`config.mk`:
```
export PLATFORM = sky130hd
export DESIGN_NAME = multi_cycle_control_flat
export DESIGN_NICKNAME = d
export VERILOG_FILES = /design/src/rtl/multi_cycle_control_if.sv /design/src/rtl/multi_cycle_control.sv /design/src/flat_wrapper.sv
export SDC_FILE = /design/constraint.sdc
export NUM_CORES = 1
export LEC_CHECK = 0
export CAP_MARGIN = 20
export CORE_MARGIN = 2
export CORE_UTILIZATION = 43
export CTS_CLUSTER_DIAMETER = 80
export DETAILED_ROUTE_END_ITERATION = 8
export PLACE_DENSITY_LB_ADDON = 0.3
export REMOVE_ABC_BUFFERS = 1
export SLEW_MARGIN = 20
export SYNTH_ARGS = -nofsm -noshare
export SYNTH_HDL_FRONTEND = slang
export SYNTH_SLANG_ARGS = --single-unit
```
`constraint.sdc`:
```
create_clock -name CLK -period 2.1 [get_ports CLK]
set_clock_uncertainty 0.05 [all_clocks]
set_input_delay 0.21 -clock CLK [delete_from_list [all_inputs] [get_ports CLK]]
set_output_delay 0.21 -clock CLK [all_outputs]
set_load 0.01 [all_outputs]
```
`src/rtl/multi_cycle_control_if.sv`:
```
// rtl/multi_cycle_control_if.sv - control bundle between the multi-cycle controller and its datapath
interface multi_cycle_control_if;
   logic [5:0] Opcode;
   logic       MemReady;
   logic       PCWrite;
   logic       PCWriteCond;
   logic       IorD;
   logic       MemRead;
   logic       MemWrite;
   logic       IRWrite;
   logic       MemToReg;
   logic       RegWrite;
   logic       RegDst;
   logic       ALUSrcA;
   logic       SignExtend;
   logic [1:0] PCSource;
   logic [1:0] ALUSrcB;
   logic [3:0] ALUOp;
   logic       InstrDone;
   logic       Illegal;
   logic [3:0] State;

   modport master (
      output Opcode, MemReady,
      input  PCWrite, PCWriteCond, IorD, MemRead, MemWrite, IRWrite, MemToReg,
             RegWrite, RegDst, ALUSrcA, SignExtend, PCSource, ALUSrcB, ALUOp,
             InstrDone, Illegal, State
   );

   modport slave (
      input  Opcode, MemReady,
      output PCWrite, PCWriteCond, IorD, MemRead, MemWrite, IRWrite, MemToReg,
             RegWrite, RegDst, ALUSrcA, SignExtend, PCSource, ALUSrcB, ALUOp,
             InstrDone, Illegal, State
   );
endinterface

```
`src/rtl/multi_cycle_control.sv`:
```
// rtl/multi_cycle_control.sv - multi-cycle MIPS control FSM; MEM_WAIT_EN enables MemReady stretching
module multi_cycle_control (
   input  logic                  CLK,
   input  logic                  Reset_L,
   multi_cycle_control_if.slave  bus
);
   localparam logic [3:0] S_START  = 4'd0;
   localparam logic [3:0] S_FETCH  = 4'd1;
   localparam logic [3:0] S_DECODE = 4'd2;
   localparam logic [3:0] S_MEMADR = 4'd3;
   localparam logic [3:0] S_MEMRD  = 4'd4;
   localparam logic [3:0] S_MEMWB  = 4'd5;
   localparam logic [3:0] S_MEMWR  = 4'd6;
   localparam logic [3:0] S_EXEC   = 4'd7;
   localparam logic [3:0] S_RWB    = 4'd8;
   localparam logic [3:0] S_BRANCH = 4'd9;
   localparam logic [3:0] S_JUMP   = 4'd10;
   localparam logic [3:0] S_IEXEC  = 4'd11;
   localparam logic [3:0] S_IWB    = 4'd12;
   localparam logic [3:0] S_TRAP   = 4'd15;

   localparam logic [3:0] OP_AND  = 4'b0000;
   localparam logic [3:0] OP_OR   = 4'b0001;
   localparam logic [3:0] OP_ADD  = 4'b0010;
   localparam logic [3:0] OP_SUB  = 4'b0110;
   localparam logic [3:0] OP_SLT  = 4'b0111;
   localparam logic [3:0] OP_ADDU = 4'b1000;
   localparam logic [3:0] OP_XOR  = 4'b1010;
   localparam logic [3:0] OP_SLTU = 4'b1011;
   localparam logic [3:0] OP_LUI  = 4'b1110;
   localparam logic [3:0] OP_FUNC = 4'b1111;

   logic [3:0] r_state;
   logic [3:0] w_next;
   logic [5:0] r_opreg;
   logic       r_illegal;
   logic       w_mem_done;
   logic [3:0] w_imm_aluop;
   logic       w_imm_sx;

`ifdef MEM_WAIT_EN
   assign w_mem_done = bus.MemReady;
`else
   // MemReady is read but has no effect: every access completes at once
   assign w_mem_done = 1'b1 | bus.MemReady;
`endif

   always_comb begin
      w_next = S_START;
      case (r_state)
         S_START:  w_next = S_FETCH;
         S_FETCH:  w_next = w_mem_done ? S_DECODE : S_FETCH;
         S_DECODE: begin
            case (bus.Opcode)
               6'b100011, 6'b101011: w_next = S_MEMADR;
               6'b000000:            w_next = S_EXEC;
               6'b000100:            w_next = S_BRANCH;
               6'b000010:            w_next = S_JUMP;
               6'b001000, 6'b001001, 6'b001100, 6'b001101,
               6'b001010, 6'b001011, 6'b001110, 6'b001111: w_next = S_IEXEC;
               default:              w_next = S_TRAP;
            endcase
         end
         S_MEMADR: w_next = (r_opreg == 6'b101011) ? S_MEMWR : S_MEMRD;
         S_MEMRD:  w_next = w_mem_done ? S_MEMWB : S_MEMRD;
         S_MEMWR:  w_next = w_mem_done ? S_FETCH : S_MEMWR;
         S_EXEC:   w_next = S_RWB;
         S_IEXEC:  w_next = S_IWB;
         S_MEMWB, S_RWB, S_BRANCH, S_JUMP, S_IWB: w_next = S_FETCH;
         S_TRAP:   w_next = S_TRAP;
         default:  w_next = S_START;
      endcase
   end

   always_ff @(posedge CLK or negedge Reset_L) begin
      if (!Reset_L) begin
         r_state   <= S_START;
         r_opreg   <= 6'd0;
         r_illegal <= 1'b0;
      end else begin
         r_state <= w_next;
         if (r_state == S_DECODE) begin
            r_opreg <= bus.Opcode;
            if (w_next == S_TRAP)
               r_illegal <= 1'b1;
         end
      end
   end

   always_comb begin
      w_imm_aluop = OP_ADD;
      w_imm_sx    = 1'b0;
      case (r_opreg)
         6'b001000: begin w_imm_aluop = OP_ADD;  w_imm_sx = 1'b1; end
         6'b001001: begin w_imm_aluop = OP_ADDU; w_imm_sx = 1'b0; end
         6'b001100: begin w_imm_aluop = OP_AND;  w_imm_sx = 1'b0; end
         6'b001101: begin w_imm_aluop = OP_OR;   w_imm_sx = 1'b0; end
         6'b001110: begin w_imm_aluop = OP_XOR;  w_imm_sx = 1'b0; end
         6'b001111: begin w_imm_aluop = OP_LUI;  w_imm_sx = 1'b0; end
         6'b001010: begin w_imm_aluop = OP_SLT;  w_imm_sx = 1'b1; end
         6'b001011: begin w_imm_aluop = OP_SLTU; w_imm_sx = 1'b1; end
         default:   begin w_imm_aluop = OP_ADD;  w_imm_sx = 1'b0; end
      endcase
   end

   // Moore strobes; only the completion-gated ones look at w_mem_done
   always_comb begin
      bus.PCWrite     = 1'b0;
      bus.PCWriteCond = 1'b0;
      bus.IorD        = 1'b0;
      bus.MemRead     = 1'b0;
      bus.MemWrite    = 1'b0;
      bus.IRWrite     = 1'b0;
      bus.MemToReg    = 1'b0;
      bus.RegWrite    = 1'b0;
      bus.RegDst      = 1'b0;
      bus.ALUSrcA     = 1'b0;
      bus.SignExtend  = 1'b0;
      bus.PCSource    = 2'b00;
      bus.ALUSrcB     = 2'b00;
      bus.ALUOp       = OP_ADD;
      bus.InstrDone   = 1'b0;
      case (r_state)
         S_START, S_TRAP: bus.ALUOp = 4'b0000;
         S_FETCH: begin
            bus.MemRead = 1'b1;
            bus.ALUSrcB = 2'b01;
            bus.IRWrite = w_mem_done;
            bus.PCWrite = w_mem_done;
         end
         S_DECODE: begin
            bus.ALUSrcB    = 2'b11;
            bus.SignExtend = 1'b1;
         end
         S_MEMADR: begin
            bus.ALUSrcA    = 1'b1;
            bus.ALUSrcB    = 2'b10;
            bus.SignExtend = 1'b1;
         end
         S_MEMRD: begin
            bus.MemRead = 1'b1;
            bus.IorD    = 1'b1;
         end
         S_MEMWB: begin
            bus.RegWrite  = 1'b1;
            bus.MemToReg  = 1'b1;
            bus.InstrDone = 1'b1;
         end
         S_MEMWR: begin
            bus.MemWrite  = 1'b1;
            bus.IorD      = 1'b1;
            bus.InstrDone = w_mem_done;
         end
         S_EXEC: begin
            bus.ALUSrcA = 1'b1;
            bus.ALUOp   = OP_FUNC;
         end
         S_RWB: begin
            bus.RegDst    = 1'b1;
            bus.RegWrite  = 1'b1;
            bus.InstrDone = 1'b1;
         end
         S_BRANCH: begin
            bus.ALUSrcA     = 1'b1;
            bus.ALUOp       = OP_SUB;
            bus.PCWriteCond = 1'b1;
            bus.PCSource    = 2'b01;
            bus.InstrDone   = 1'b1;
         end
         S_JUMP: begin
            bus.PCWrite   = 1'b1;
            bus.PCSource  = 2'b10;
            bus.InstrDone = 1'b1;
         end
         S_IEXEC: begin
            bus.ALUSrcA    = 1'b1;
            bus.ALUSrcB    = 2'b10;
            bus.ALUOp      = w_imm_aluop;
            bus.SignExtend = w_imm_sx;
         end
         S_IWB: begin
            bus.ALUOp      = w_imm_aluop;
            bus.SignExtend = w_imm_sx;
            bus.RegWrite   = 1'b1;
            bus.InstrDone  = 1'b1;
         end
         default: bus.ALUOp = 4'b0000;
      endcase
   end

   assign bus.Illegal = r_illegal;
   assign bus.State   = r_state;
endmodule
```
`src/flat_wrapper.sv`:
```
// flat-port wrapper written by rule: the top's interface ports become plain ports
module multi_cycle_control_flat 
  (CLK, Reset_L, bus_Opcode, bus_MemReady, bus_PCWrite, bus_PCWriteCond, bus_IorD, bus_MemRead, bus_MemWrite, bus_IRWrite, bus_MemToReg, bus_RegWrite, bus_RegDst, bus_ALUSrcA, bus_SignExtend, bus_PCSource, bus_ALUSrcB, bus_ALUOp, bus_InstrDone, bus_Illegal, bus_State);
  multi_cycle_control_if bus_i ();
  input  logic CLK;
  input  logic Reset_L;
  input wire logic [$bits(bus_i.Opcode)-1:0] bus_Opcode;
  input wire logic [$bits(bus_i.MemReady)-1:0] bus_MemReady;
  output wire logic [$bits(bus_i.PCWrite)-1:0] bus_PCWrite;
  output wire logic [$bits(bus_i.PCWriteCond)-1:0] bus_PCWriteCond;
  output wire logic [$bits(bus_i.IorD)-1:0] bus_IorD;
  output wire logic [$bits(bus_i.MemRead)-1:0] bus_MemRead;
  output wire logic [$bits(bus_i.MemWrite)-1:0] bus_MemWrite;
  output wire logic [$bits(bus_i.IRWrite)-1:0] bus_IRWrite;
  output wire logic [$bits(bus_i.MemToReg)-1:0] bus_MemToReg;
  output wire logic [$bits(bus_i.RegWrite)-1:0] bus_RegWrite;
  output wire logic [$bits(bus_i.RegDst)-1:0] bus_RegDst;
  output wire logic [$bits(bus_i.ALUSrcA)-1:0] bus_ALUSrcA;
  output wire logic [$bits(bus_i.SignExtend)-1:0] bus_SignExtend;
  output wire logic [$bits(bus_i.PCSource)-1:0] bus_PCSource;
  output wire logic [$bits(bus_i.ALUSrcB)-1:0] bus_ALUSrcB;
  output wire logic [$bits(bus_i.ALUOp)-1:0] bus_ALUOp;
  output wire logic [$bits(bus_i.InstrDone)-1:0] bus_InstrDone;
  output wire logic [$bits(bus_i.Illegal)-1:0] bus_Illegal;
  output wire logic [$bits(bus_i.State)-1:0] bus_State;
  assign bus_i.Opcode = bus_Opcode;
  assign bus_i.MemReady = bus_MemReady;
  assign bus_PCWrite = bus_i.PCWrite;
  assign bus_PCWriteCond = bus_i.PCWriteCond;
  assign bus_IorD = bus_i.IorD;
  assign bus_MemRead = bus_i.MemRead;
  assign bus_MemWrite = bus_i.MemWrite;
  assign bus_IRWrite = bus_i.IRWrite;
  assign bus_MemToReg = bus_i.MemToReg;
  assign bus_RegWrite = bus_i.RegWrite;
  assign bus_RegDst = bus_i.RegDst;
  assign bus_ALUSrcA = bus_i.ALUSrcA;
  assign bus_SignExtend = bus_i.SignExtend;
  assign bus_PCSource = bus_i.PCSource;
  assign bus_ALUSrcB = bus_i.ALUSrcB;
  assign bus_ALUOp = bus_i.ALUOp;
  assign bus_InstrDone = bus_i.InstrDone;
  assign bus_Illegal = bus_i.Illegal;
  assign bus_State = bus_i.State;
  multi_cycle_control u_core (.CLK(CLK), .Reset_L(Reset_L), .bus(bus_i));
endmodule
```
==> results of run 1 <==
-- path summary, 6_finish.rpt --
path | startpoint | end | slack, ns | depth (start not counted)
setup / recovery | u_core.r_opreg[0] | bus_ALUOp[2] | -0.13 | 5
hold / removal | Reset_L | u_core.r_opreg[0] | 0.22 | 1
setup reg to reg | u_core.bus.State[3] | u_core.r_opreg[4] | 0.43 | 3
hold reg to reg | u_core.bus.Illegal | u_core.bus.Illegal | 0.43 | 1
max in group asynchronous | Reset_L | u_core.bus.State[2] | 1.42 | 1
min in group CLK | u_core.bus.Illegal | u_core.bus.Illegal | 0.43 | 1
-- power groups by stage --
stage	logic, mW	clock network [mW]	registers (mW)
3_3_place_gp	1.60	0	0.428
6_report	1.67	0.146	0.431
2_1_floorplan	0.730	0	0.493
4_1_cts	1.63	0.147	0.442
3_5_place_dp	1.64	0	0.440
5_1_grt	1.82	0.159	0.446
-- layer usage --
metal / vias to the layer above / share of wire (%) / global-route usage [%]
met2: 38 / 51 / 42.2
met1: 483 / 44 / 24.0
met3: 6 / 4.0 / 1.21
met4: 0 / 1.1 / 8.33
met5: - / 0 / 0
li1: 508 / - / -
-- state kept, by name, summed over array words and instances, names as in the netlist --
signal	cells
u_core.r_opreg	6
u_core.bus.State	4
u_core.bus.Illegal	1
-- cell type report --
cell class                      count  area [um^2]
Clock buffer                        4         26.3
Timing Repair Buffer               47          442
Sequential cell                    11          279
Multi-Input combinational cell     95          609
Fill cell                         155          581
Tap cell                           27         33.8
Inverter                            3         11.3
-- placed cells by master, fill, tap and decap left out, types with 2 or more instances in the layout --
cell type | synthesis | final
clkdlybuf4s50_1 | 0 | 23
nand2_1 | 15 | 15
nor2_1 | 16 | 15
buf_4 | 1 | 14
a21oi_1 | 11 | 11
dfrtp_1 | 11 | 8
o21ai_0 | 7 | 7
mux2_2 | 6 | 6
dlygate4sd2_1 | 0 | 5
inv_1 | 3 | 3
nor3_1 | 3 | 3
xnor2_1 | 3 | 3
clkbuf_4 | 0 | 3
dlymetal6s2s_1 | 0 | 3
dfrtp_2 | 0 | 3
or2_2 | 2 | 2
nand2b_4 | 0 | 2
o211ai_1 | 2 | 2
nor2b_1 | 3 | 2
nor2b_2 | 1 | 2
nand3b_1 | 2 | 2
nor3b_1 | 3 | 2
o21bai_1 | 2 | 2
-- stage by stage --
step | hold slack [ns] | power [mW] | TNS [ns]
after floorplan | -0.136 | 1.22 | 0
after global placement | 0.415 | 2.03 | -0.254
after detailed placement | 0.419 | 2.08 | -0.299
after CTS | 0.247 | 2.22 | -0.140
after global routing | 0.255 | 2.42 | -0.303
final | 0.218 | 2.25 | -0.135
-- Yosys cell counts --
| library cell | instances | area [um^2] |
|---|---|---|
| or4_4 | 1 | 11.3 |
| a211oi_1 | 1 | 7.51 |
| a21oi_1 | 11 | 55.1 |
| a41o_1 | 1 | 10.0 |
| or2_2 | 2 | 12.5 |
| o2bb2ai_1 | 1 | 8.76 |
| nor3b_1 | 3 | 22.5 |
| xnor2_1 | 3 | 26.3 |
| nor4bb_1 | 1 | 10.0 |
| buf_1 | 1 | 3.75 |
| buf_4 | 1 | 7.51 |
| a32o_1 | 1 | 10.0 |
| nand3_1 | 1 | 5.00 |
| nand3b_1 | 2 | 15.0 |
| o211ai_1 | 2 | 15.0 |
| nor2b_1 | 3 | 18.8 |
| nor2_1 | 16 | 60.1 |
| inv_1 | 3 | 11.3 |
| and2_1 | 1 | 6.26 |
| o21ba_2 | 1 | 10.0 |
| o21bai_1 | 2 | 15.0 |
| nor3_1 | 3 | 15.0 |
| mux2i_1 | 1 | 10.0 |
| a2111o_1 | 1 | 11.3 |
| nor2b_2 | 1 | 8.76 |
| clkbuf_1 | 5 | 18.8 |
| o21a_1 | 1 | 7.51 |
| a311oi_1 | 1 | 8.76 |
| o22ai_1 | 1 | 6.26 |
| a31oi_1 | 1 | 6.26 |
| buf_2 | 1 | 5.00 |
| o311ai_1 | 1 | 8.76 |
| o21ai_0 | 7 | 35.0 |
| mux2_2 | 6 | 67.6 |
| nand2_1 | 15 | 56.3 |
| nor2_4 | 1 | 11.3 |
| dfrtp_1 | 11 | 275 |
| nand2b_1 | 2 | 12.5 |
-- repair_timing --
action / 4_1_cts / 5_1_grt
setup buffers: 0 / 1
gates resized for setup: 15 / 6
pin swaps: 1 / 0
setup endpoints to repair: 12 / 10
-- logic make-up (layout without fill, tap and decap cells) --
group                     Yosys count  after routing  synth area share, %
muxes                               7              7                 8.56
buffers and inverters              11             54                 5.11
and+or+nand+nor                    52             52                 29.3
AOI/OAI and AO/OA                  33             33                 23.8
xor gates and xnor gates            3              3                 2.90
DFF                                11             11                 30.4
-- critical path, delay by kind of cell, from the launching register on --
| kind | cells | cell delay, ns |
|---|---|---|
| flops | 1 | 0.37 |
| buf+inv | 1 | 0.18 |
| compound gates | 2 | 0.47 |
| simple gates | 2 | 0.68 |
==> results.toml, run 1 <==
[status]
outcome = "finished, violations left"
failed_checks = "negative setup slack"

[floorplan]
ios = 34
die_h_um = 49.9
die_area_mm2 = 0.00249
core_area_mm2 = 0.00198
initial_core_util_pct = 45.7
die_width_um = 49.9
rows = 16

[placement]
pre_cts_ws_ns = -0.299
place.gp.congestion = 0.856
placed_area_mm2 = 0.00134
port_buffers = 32
dp_hpwl_um = 1970
dp_cells = 182

[logic_synthesis]
ys_warn_count = 0
syn-cell-area_um2 = 906
syn_area_per_cell_um2 = 7.74
synth.distinct_cells = 38
syn-instance-count = 117
synth_seq_area_share_pct = 30.4
ys_ff_latch = 11

[worst_setup_path]
cp_slowest_cell = "or4_4"
critPathArrivalTime_ns = 1.97
worstPathRequired_ns = 1.84
critPathLaunchType = "register"
path_class = "register to output pin"
crit_path_end_kind = "output pin"
crit_chain = "nor2b_2 -> or4_4 -> a2111o_1 -> o311ai_1 -> buf_2"
cp_slowest_stage_delay_ns = 0.52
crit_path_max_fanout = 2

[power_and_ir_drop]
p_sw_mw = 0.956
p_int_mw = 1.29
p_leak_nw = 0.616
power_frac_seq_pct = 19.2
swShare_pct = 42.6
ir_drop_v = 0.000909
clkPwrFrac_pct = 6.5
combPwrFrac_pct = 74.3
power_density_mw_per_mm2 = 1600

[sta]
slew-limit-headroom_pct = 66.9
min_period_over_period_pct = 106
drv_slew = 0
timing.final.ws_setup_ns = -0.128
finalSetupViolations = 2
max_slew.worst_pin.slew_ns = 0.494
post-route-min-period_ns = 2.23
finalHoldViolations = 0
rsz0062_at_grt = "true"
max_freq_mhz = 449

[clock_network]
ctsHoldBuffers = 0
htreeDepth = 1
clock_path_buffers = 2
root_buffer = "clkbuf_4"
clock-sinks = 11
cts_tree = "yes"
cts_buffers = 3
clk_pin_slew_ns = 0.07
clkLatencyLatePin_ns = 0.27

[routing]
routed_wl_um = 2570
drc = 0
post_drt_wl_per_cell_um = 13.7
drt_pass1_iterations = 4
antenna_left = 0
num_vias = 1035
vias_per_cell = 5.53
drt_iter0_drc = 22

[layout]
drive_gt1_share_pct = 24.4
diodes = 0
area_delta_synth_final_pct = 54.7
fin_cells = 187
utilization_pct = 70.7
layout.nets = 170
fin_area_mm2 = 0.00140

[global_routing]
grt_overflow = 0
grt_max_degree = 16
grt_pass1_wl_um = 4210
track_usage_pct = 21.6
first_global_vias = 976
antenna_found_initial = 0

[run]
maxCapViolations = 0

[worst_hold_path]
min_path_type = "primary input to asynchronous set/reset pin"
No activity file was read; power rests on OpenSTA's default activity.
==> run 2, diff against run 1 <==
Settings changed: ABC_AREA set to 0, PLACE_DENSITY set to 0.77, PLACE_DENSITY_LB_ADDON 0.3 to not set, SLEW_MARGIN 20 to not set.
==> results.toml, run 2 (synthesized netlist as in run 1, its figures left out) <==
[floorplan]
core_area_mm2 = 0.00198
initial_core_util_pct = 45.7
rows = 16
die_area_mm2 = 0.00249
ios = 34
die_h_um = 49.9
die_width_um = 49.9

[placement]
place.gp.congestion = 0.862
dp_hpwl_um = 1890
dp_cells = 183
pre_cts_ws_ns = -0.272
port_buffers = 32
placed_area_mm2 = 0.00134

[clock_network]
clk_pin_slew_ns = 0.07
htreeDepth = 1
clock_path_buffers = 2
clkLatencyLatePin_ns = 0.26
cts_tree = "yes"
root_buffer = "clkbuf_4"
clock-sinks = 11
cts_buffers = 3

[power_and_ir_drop]
combPwrFrac_pct = 75.6
total_power_mw = 2.29
p_int_mw = 1.33
power_density_mw_per_mm2 = 1620
ir_drop_v = 0.00111
power_frac_seq_pct = 18.2
p_leak_nw = 0.607
clkPwrFrac_pct = 6.2
swShare_pct = 42.1
p_sw_mw = 0.965

[worst_setup_path]
crit_path_max_fanout = 2
path_delay_family = "simple AND/OR/NAND/NOR gates"
worstPathRequired_ns = 1.84
crit_path_end_kind = "output pin"
crit_buf_inv = 1
cp_slowest_stage_delay_ns = 0.50
cp_slowest_cell = "or4_4"
timing.critical_path.from = "u_core.r_opreg[4]"
crit_chain = "nand3b_1 -> or4_4 -> a2111o_1 -> o311ai_1 -> buf_2"
critPathLaunchType = "register"
path_class = "register to output pin"
critPathArrivalTime_ns = 1.96
r2r-start = "u_core.bus.State[0]"

[layout]
n_fill_cell = 161
drive_gt1_share_pct = 24.8
largest_reg_flops = 6
multi_input_comb_area_um2 = 603
diodes = 0
utilization_pct = 71.5
layout.nets = 175
fin_cells = 192
layout_common_cells = "25 x clkdlybuf4s50_1, 19 x buf_4, 16 x nor2_1"
seq_area_um2 = 277
largest_register = "u_core.r_opreg"
fin_area_mm2 = 0.00142
mostFrequentLayoutCell = "clkdlybuf4s50_1"
area_delta_synth_final_pct = 56.4

[routing]
num_vias = 1025
antenna_left = 0
drc = 0
post_drt_wl_per_cell_um = 13.2
vias_per_cell = 5.34
drt_iter0_drc = 15
routed_wl_um = 2530
drt_pass1_iterations = 4

[sta]
drv_slew = 0
timing.final.ws_setup_ns = -0.124
rsz0062_at_grt = "true"
finalSetupViolations = 1
setup_tns_ns = -0.124
max_slew.worst_pin.slew_ns = 0.490
min_period_over_period_pct = 106
slew-limit-headroom_pct = 67.2
post-route-min-period_ns = 2.22
finalHoldViolations = 0
max_freq_mhz = 450
whs_ns = 0.223

[status]
failed_checks = "negative setup slack"
outcome = "finished, violations left"

[global_routing]
first_global_vias = 948
antenna_found_initial = 0
grt_overflow = 0
track_usage_pct = 20.7
grt_pass1_wl_um = 4090
grt_max_degree = 16

[worst_hold_path]
min_path_type = "primary input to asynchronous set/reset pin"

[run]
maxCapViolations = 0
==> run 2: changes by cell type in the layout (fill, tap and decap cells not counted), moves of 2 or more <==
cell	change
dlygate4sd2_1	-2
dfrtp_2	-2
nand2b_4	-2
dfrtp_1	+2
clkdlybuf4s50_1	+2
buf_4	+5
nand2b_2	+2
==> run 2: layout make-up <==
cell class | count | share of cell area, %
multi-input combinational | 95 | 42.6
timing repair buffer | 52 | 32.9
sequential | 11 | 19.5
tap | 27 | 2.39
clock buffer | 4 | 1.86
inverter | 3 | 0.795
==> run 2: power groups by stage <==
stage,Combinational [mW],Clock [mW],Sequential [mW]
finish,1.73,0.143,0.417
global route,1.88,0.160,0.426
CTS,1.63,0.145,0.415
detailed placement,1.64,0,0.416
global placement,1.62,0,0.408
floorplan,0.730,0,0.493
==> run 2: layer usage <==
| layer | vias up | global-route usage (%) | share of wire [%] |
|---|---|---|---|
| li1 | 510 | - | - |
| met4 | 0 | 4.17 | 0.44 |
| met5 | - | 0 | 0 |
| met2 | 42 | 37.8 | 49 |
| met1 | 471 | 25.7 | 45 |
| met3 | 2 | 3.03 | 5.3 |
==> run 2: repair_timing <==
| action | in CTS | in global routing |
|---|---|---|
| gates resized for setup | 12 | 8 |
| buffers inserted | 0 | 5 |
| pin swaps | 1 | 1 |
| setup endpoints to repair | 8 | 11 |
| endpoints found under the hold margin | 0 | 0 |
| hold buffers | 0 | 0 |
==> run 2: final timing paths <==
check | cells past startpoint | slack (ns) | end
setup / recovery | 5 | -0.12 | bus_ALUOp[2]
hold / removal | 1 | 0.22 | u_core.r_opreg[1]
setup reg to reg | 5 | 0.42 | u_core.r_opreg[3]
hold reg to reg | 1 | 0.43 | u_core.bus.Illegal
max in group asynchronous | 1 | 1.42 | u_core.bus.State[2]
min in group CLK | 1 | 0.43 | u_core.bus.Illegal
==> run 3, diff against run 2 <==
Settings changed: CORE_UTILIZATION 43 to 47, PLACE_DENSITY 0.77 to 0.83.
Clock period 2.1 ns to 2.7 ns, I/O delays scaled along.
==> results.toml, run 3 (synthesized netlist as in run 1, its figures left out) <==
[clock_network]
clkLatencyLatePin_ns = 0.26
clock_path_buffers = 2
clock-sinks = 11
clk_pin_slew_ns = 0.07
root_buffer = "clkbuf_4"
postCtsSetupRepairBufs = 0
htreeDepth = 1
cts_buffers = 3
cts_tree = "yes"

[sta]
min_period_over_period_pct = 93.0
slew-limit-headroom_pct = 65.7
setup_tns_ns = 0
finalHoldViolations = 0
drv_slew = 0
max_slew.worst_pin.slew_ns = 0.513
max_freq_mhz = 398
rsz0062_at_grt = "false"
finalSetupViolations = 0
post-route-min-period_ns = 2.51
whs_ns = 0.287

[placement]
dp_hpwl_um = 1750
place.gp.congestion = 0.873
port_buffers = 32

[worst_setup_path]
timing.critical_path.from = "u_core.r_opreg[0]"
worstPathRequired_ns = 2.38
r2r-start = "u_core.bus.State[3]"
endpoint = "bus_ALUOp[2]"
r2r_end = "u_core.r_opreg[5]"
critPathArrivalTime_ns = 2.19
critPathLaunchType = "register"
path_class = "register to output pin"
r2r_setup_slack_ns = 0.93
r2r_cells = 3
crit_path_end_kind = "output pin"
crit_path_max_fanout = 5

[global_routing]
grt_pass1_wl_um = 3590
grt_max_degree = 17
grt_overflow = 0
antenna_found_initial = 0
track_usage_pct = 21.9
first_global_vias = 816

[routing]
routed_wl_um = 2270
num_vias = 969
antenna_left = 0
drt_iter0_drc = 21
drt_pass1_iterations = 4
vias_per_cell = 5.70
post_drt_wl_per_cell_um = 13.4
drc = 0

[status]
outcome = "complete, no violations"

[floorplan]
die_area_mm2 = 0.00229
rows = 15
initial_core_util_pct = 51.3
ios = 34
die_h_um = 47.9
core_area_mm2 = 0.00176
die_width_um = 47.9

[layout]
area_delta_synth_final_pct = 38.0
layout.nets = 155
drive_gt1_share_pct = 11.7
mostFrequentLayoutCell = "clkdlybuf4s50_1"
largest_register = "u_core.r_opreg"
largest_reg_flops = 6
diodes = 0
layout_common_cells = "31 x clkdlybuf4s50_1, 16 x nor2_1, 15 x nand2_1"

[run]
maxCapViolations = 0

[power_and_ir_drop]
power_density_mw_per_mm2 = 1230
p_leak_nw = 0.464
ir_drop_v = 0.000602

[worst_hold_path]
min_path_type = "primary input to asynchronous set/reset pin"
-- run 3: cell count changes in the layout (fill, tap and decap cells not counted), sizes merged --
cell	delta
buf	-21
clkbuf	-1
dlygate4sd2	-2
clkdlybuf4s50	+6
dlymetal6s2s	-2
-- run 3: how the worst min path moves through the flow --
stage / cells past startpoint / slack, ns / endpoint
3_5_place_dp: 1 / 0.43 / u_core.bus.Illegal
4_1_cts: 1 / 0.31 / u_core.bus.Illegal
3_3_place_gp: 1 / 0.41 / u_core.bus.Illegal
6_report: 1 / 0.29 / u_core.r_opreg[5]
2_1_floorplan: 0 / -0.08 / u_core.bus.Illegal
5_1_grt: 1 / 0.32 / u_core.r_opreg[5]
-- run 3: timing repair --
action / 4_1_cts / 5_1_grt
gates resized for setup: 1 / 2
gates cloned: 0 / 0
hold endpoints to repair: 0 / 0
setup endpoints to repair: 1 / 1
hold buffers: 0 / 0
-- run 3: routing by layer --
layer	wire (um)	GRT usage, %	share of wire [%]	vias up
li1	-	-	-	474
met1	1030	28.0	45	453
met2	1080	37.9	48	36
met3	118	2.26	5.2	6
met4	39	8.11	1.7	0
met5	0	0	0	-
-- run 3: power breakdown --
group	leakage (nW)	switching [mW]	internal [mW]
clock	0.0150	0.0505	0.0570
combinational	0.321	0.468	0.553
sequential	0.128	0.160	0.251
total	0.464	0.679	0.861
-- run 3: per-stage QoR --
stage	total power [mW]	instance area, um^2	util (%)	setup WS, ns	cells
after CTS	1.54	1250	70.7	0.166	170
after global placement	1.41	1220	69.3	0.233	166
after global routing	1.67	1250	70.9	0.0731	170
after floorplan	0.951	871	-	0.789	109
after detailed placement	1.43	1220	69.3	0.166	166
final	1.54	1250	70.9	0.190	170
-- run 3: area by class of cell --
cell class | count | area [um^2]
Fill cell | 152 | 514
Multi-Input combinational cell | 95 | 584
Inverter | 3 | 11.3
Sequential cell | 11 | 278
Tap cell | 25 | 31.3
Timing Repair Buffer | 32 | 319
Clock buffer | 4 | 26.3
-- run 3: critical path, cell delays in order, from the launching register on --
cell and delay, ns:
dfrtp_1 0.41, nor2b_2 0.18, or4_4 0.52, a2111o_1 0.42
o311ai_1 0.09, dlygate4sd2_1 0.31
